===== config.mk =====
export PLATFORM = sky130hd
export DESIGN_NAME = instr_loader
export DESIGN_NICKNAME = d
export VERILOG_FILES = /design/src/rtl/instr_loader_pkg.sv /design/src/rtl/instr_loader.sv
export SDC_FILE = /design/constraint.sdc
export NUM_CORES = 1
export LEC_CHECK = 0
export ABC_AREA = 1
export CAP_MARGIN = 15
export CORE_UTILIZATION = 48
export CTS_CLUSTER_DIAMETER = 30
export DETAILED_ROUTE_END_ITERATION = 8
export HOLD_SLACK_MARGIN = 0.1
export PLACE_DENSITY = 0.76
export SYNTH_ARGS = -nofsm -noshare
export SYNTH_HDL_FRONTEND = slang
export SYNTH_SLANG_ARGS = --single-unit

===== constraint.sdc =====
create_clock -name clk -period 1.7 [get_ports clk]
set_input_delay 0.51 -clock clk [delete_from_list [all_inputs] [get_ports clk]]
set_output_delay 0.51 -clock clk [all_outputs]
set_load 0.005 [all_outputs]

===== src/rtl/instr_loader_pkg.sv =====
// instr_loader_pkg: shared widths, frame marker and loader state encoding
package instr_loader_pkg;
  localparam int INSTR_WIDTH = 18;
  localparam int DEF_ADDR_WIDTH = 10;
  localparam logic [7:0] DEF_SYNC_BYTE = 8'hA5;
  typedef enum logic [3:0] {IDLE, LEN_HI, LEN_LO, B0, B1, B2, WRITE, CSUM, DONE, ERROR} state_t;
endpackage


===== src/rtl/instr_loader.sv =====
// instr_loader: framed byte stream to sequential instruction memory writes, holding the CPU in reset
module instr_loader
  import instr_loader_pkg::*;
#(
  parameter int ADDR_WIDTH = DEF_ADDR_WIDTH,
  parameter logic [7:0] SYNC_BYTE = DEF_SYNC_BYTE
) (
  input  logic                   clk,
  input  logic                   reset,
  input  logic [7:0]             in_data,
  input  logic                   in_valid,
  output logic                   in_ready,
  output logic                   imem_we,
  output logic [ADDR_WIDTH-1:0]  imem_addr,
  output logic [INSTR_WIDTH-1:0] imem_wdata,
  output logic                   cpu_hold,
  output logic                   load_done,
  output logic                   load_error,
  output logic [ADDR_WIDTH:0]    words_loaded
);
  localparam int DEPTH = 1 << ADDR_WIDTH;
  state_t state, nxt;
  logic [ADDR_WIDTH:0] idx, n, idx_inc;
  logic [7:0] len_hi, csum;
  logic [15:0] len;
  logic xfer;
  assign xfer = in_valid && in_ready;
  assign len = {len_hi, in_data};
  assign idx_inc = idx + (ADDR_WIDTH+1)'(1);
  assign words_loaded = idx;
  always_comb begin
    nxt = state;
    case (state)
      IDLE, ERROR: if (xfer && in_data == SYNC_BYTE) nxt = LEN_HI;
      LEN_HI:      if (xfer) nxt = LEN_LO;
      LEN_LO:      if (xfer) nxt = (len == 16'd0 || len > 16'(DEPTH)) ? ERROR : B0;
      B0:          if (xfer) nxt = |in_data[7:2] ? ERROR : B1;
      B1:          if (xfer) nxt = B2;
      B2:          if (xfer) nxt = WRITE;
      WRITE:       nxt = idx_inc == n ? CSUM : B0;
      CSUM:        if (xfer) nxt = in_data == csum ? DONE : ERROR;
      default:     nxt = IDLE;
    endcase
  end
  // handshake and status outputs are registered from the next state so they track state exactly
  always_ff @(posedge clk) begin
    if (!reset) begin
      state      <= IDLE;
      in_ready   <= 1'b0;
      cpu_hold   <= 1'b0;
      imem_we    <= 1'b0;
      load_done  <= 1'b0;
      load_error <= 1'b0;
      imem_addr  <= '0;
      imem_wdata <= '0;
      idx        <= '0;
      n          <= '0;
      len_hi     <= '0;
      csum       <= '0;
    end else begin
      state      <= nxt;
      in_ready   <= !(nxt inside {WRITE, DONE});
      cpu_hold   <= nxt != IDLE;
      imem_we    <= nxt == WRITE;
      load_done  <= nxt == DONE;
      load_error <= nxt == ERROR;
      if (nxt == WRITE) imem_addr <= idx[ADDR_WIDTH-1:0];
      if (state == WRITE) idx <= idx_inc;
      if (xfer) begin
        if (state inside {IDLE, ERROR} && in_data == SYNC_BYTE) begin
          idx  <= '0;
          csum <= '0;
        end
        if (state inside {LEN_HI, LEN_LO, B0, B1, B2}) csum <= csum ^ in_data;
        if (state == LEN_HI) len_hi <= in_data;
        if (state == LEN_LO) n <= len[ADDR_WIDTH:0];
        if (state == B0) imem_wdata[17:16] <= in_data[1:0];
        if (state == B1) imem_wdata[15:8] <= in_data;
        if (state == B2) imem_wdata[7:0] <= in_data;
      end
    end
  end
endmodule


==> run metrics <==
initial core utilization between 40% and 50%; Final Total Pwr 0.00315 W; worst-path fanout max 4; Leakage Power 2.38 nW; Post-synth top cells nand2_1, dfxtp_1, inv_1, nor2_1, o21ai_0; Crit path largest cell delay 0.29 ns; via count around 3400; total CTS buffers 9; RSZ-0062 raised after global routing true; Filler cells approximately 580; HP Class register to register; CP endpoint kind register; Final Util about 70%; DRT iter0 DRCs roughly 120; # port buffers 54; Setup CP Type input pin to register; asr flop ratio synth 0%; Max Clk Rate ~600 MHz; Cells after Synth approximately 480; Vias per Instance 5.04; Tmin final between 1.5 and 2 ns; outcome finished, final reports clean; wire length per cell 13.2 microns; worst vdd ir 0.000392 V; final hold vios 0; largest net degree at the start of global routing 39; IO Count 55; Worst-Skew Late Latency 0.36 ns; Required @ worst endpoint 1.94 ns; Hold WS 0.445 ns; met1 Use GR about 30%; Yosys warning count 0; power per cell area ~660 nW/um^2; fin. max-slew vios 0; Synth area leaders dfxtp_1, nand2_1, o21ai_0; total grt overflow 0; vias in the first global route 3251; cell family with most CP delay simple AND/OR/NAND/NOR gates; CTS clk-pin slew, worst paths 0.08 ns; hpwl dp 6580 microns; Tot GR Track Use 25.5%; most used routing layer met2; Die X 85.9 microns; ANT cells 0; Critical Path AT 1.87 ns; H-tree depth 3; worst-margin pin slew 0.367 ns; period utilisation layout 95.6%; Main synth FF type dfxtp_1; Layout Skew roughly 0.012 ns; FF+latch count, synth 75; Net Count, Synth 487; met2 track demand over resource 45.8%; Synth Cell Area ~3400 sq um; Core Area 6790 sq um; global-route wire length before repair roughly 15000 microns; Post-Syn Area per Cell 7.12 sq um; EDFF count, synth 0; worst-path cell chain dlygate4sd2_1, nor2_2, nand3_1, nor2_2, nand3_1, nand2_2, nand2_1, a21oi_2, nand3b_1, and2_1; Sink Count 75; slowest stage cell, crit path dlygate4sd2_1; drt pass-1 iters 4; initial antenna violation count 0; die area between 7000 and 8000 sq um; final wirelength 9050 microns; synthesis-to-finish area growth 41.1%; Buf/Inv on CP 1; CTS tree yes; met3 usage 3.56%; sequential fraction of the synthesis area 44.4%; number of max-cap violations 0; share of cells above drive strength 1 28.1%; Die Ht 85.9 microns; Rel. slew slack roughly 75%; DRC errors left 0; RePlAce Congestion 0.895; Max clock buf depth 2; Detail Route Antenna Nets 0; FP Rows 30; Yosys top cell area share 44.4%; Setup crit start kind input pin; Cell variety after synth 32; Setup Viol. Count Final 0; Synth area leader dfxtp_1; # nets final 594; CTS root buf clkbuf_8; cell with the most instances after synthesis nand2_1
==> final timing paths <==
kind              startpoint  cells after the start        endpoint  slack (ns)
max               in_data[5]                     10        in_ready        0.07
min reg2reg   imem_wdata[10]                      2  imem_wdata[10]        0.44
max reg2reg  words_loaded[0]                     13        cpu_hold        0.09
min           imem_wdata[10]                      2  imem_wdata[10]        0.44
==> state kept, by name, summed over array words and instances (netlist names), 4 cells and up <==
register / flops
imem_wdata: 18
n: 11
words_loaded: 11
imem_addr: 10
csum: 8
len_hi: 8
state: 4
==> report_power, final <==
group	switching, W	internal (W)
clock	0.000707	0.000537
combinational	0.0000967	0.0000609
sequential	0.000000869	0.00175
==> what timing repair did <==
item | in CTS | in global routing
setup endpoints to repair | 77 | 63
buffers inserted | 9 | 5
resized for setup | 68 | 80
gates cloned | 0 | 0
hold buffers | 0 | 0
pin swaps | 2 | 18
==> logic make-up (layout without fill, tap and decap cells) <==
group | count (synthesis) | count (layout) | share of synthesized area [%]
and+or+nand+nor | 208 | 208 | 27.2
adders and majority gates | 1 | 1 | 0.370
xor gates and xnor gates | 9 | 9 | 2.33
buffers and inverters | 72 | 184 | 8.21
DFF | 75 | 75 | 44.4
AOI/OAI and AO/OA | 110 | 110 | 17.5
==> cells in the final DEF, fill, tap and decap left out, types with 3 or more instances in the layout <==
cell / synthesis / layout
clkinvlp_4: 0 / 3
nor2_1: 53 / 42
xor2_1: 6 / 6
nand4_1: 4 / 4
a211oi_1: 8 / 8
dfxtp_1: 75 / 48
nor2_2: 9 / 13
dfxtp_2: 0 / 23
nand3_1: 33 / 29
dlygate4sd2_1: 0 / 27
inv_2: 8 / 11
clkbuf_2: 0 / 5
buf_4: 1 / 48
dlymetal6s2s_1: 0 / 21
nand3_2: 1 / 4
dfxtp_4: 0 / 4
o21ai_0: 48 / 44
nand2_1: 91 / 80
o21ai_1: 4 / 7
nor3_1: 4 / 3
a21oi_2: 3 / 3
a21oi_1: 42 / 42
clkbuf_8: 0 / 9
nor2_4: 1 / 8
inv_1: 53 / 48
xnor2_1: 3 / 3
buf_6: 0 / 4
nand2_2: 7 / 16
==> through the flow <==
stage	worst slack (ns)	instance area, sq um	TNS, ns	cells
detailed placement	-0.628	4290	-27.78	654
floorplan	0.0744	3380	0	475
finish	0.0748	4770	0	683
CTS	-0.0100	4560	-0.0100	679
global placement	-0.506	4290	-25.19	654
global route	-0.0435	4770	-0.0797	683
==> routing by layer <==
layer / vias to the layer above / wire (microns)
li1: 1754 / -
met1: 1602 / 3950
met2: 68 / 4630
met3: 17 / 280
met4: 0 / 184
met5: - / 0
==> worst min-delay path: stages (launching register included) <==
cell	delay, ns
dfxtp_1	0.31
inv_1	0.04
a21oi_1	0.05
==> final cells by class <==
| cell class | instances | area (sq um) | area share (%) |
|---|---|---|---|
| inverters | 62 | 239 | 5.01 |
| clock buffers | 9 | 124 | 2.60 |
| well taps | 96 | 120 | 2.52 |
| flip-flops and latches | 75 | 1550 | 32.4 |
| clock inverters | 7 | 51.3 | 1.08 |
| repair buffers | 106 | 940 | 19.7 |
| multi-input cells | 328 | 1750 | 36.7 |
Note: power is estimated with default switching activity, not from simulation.
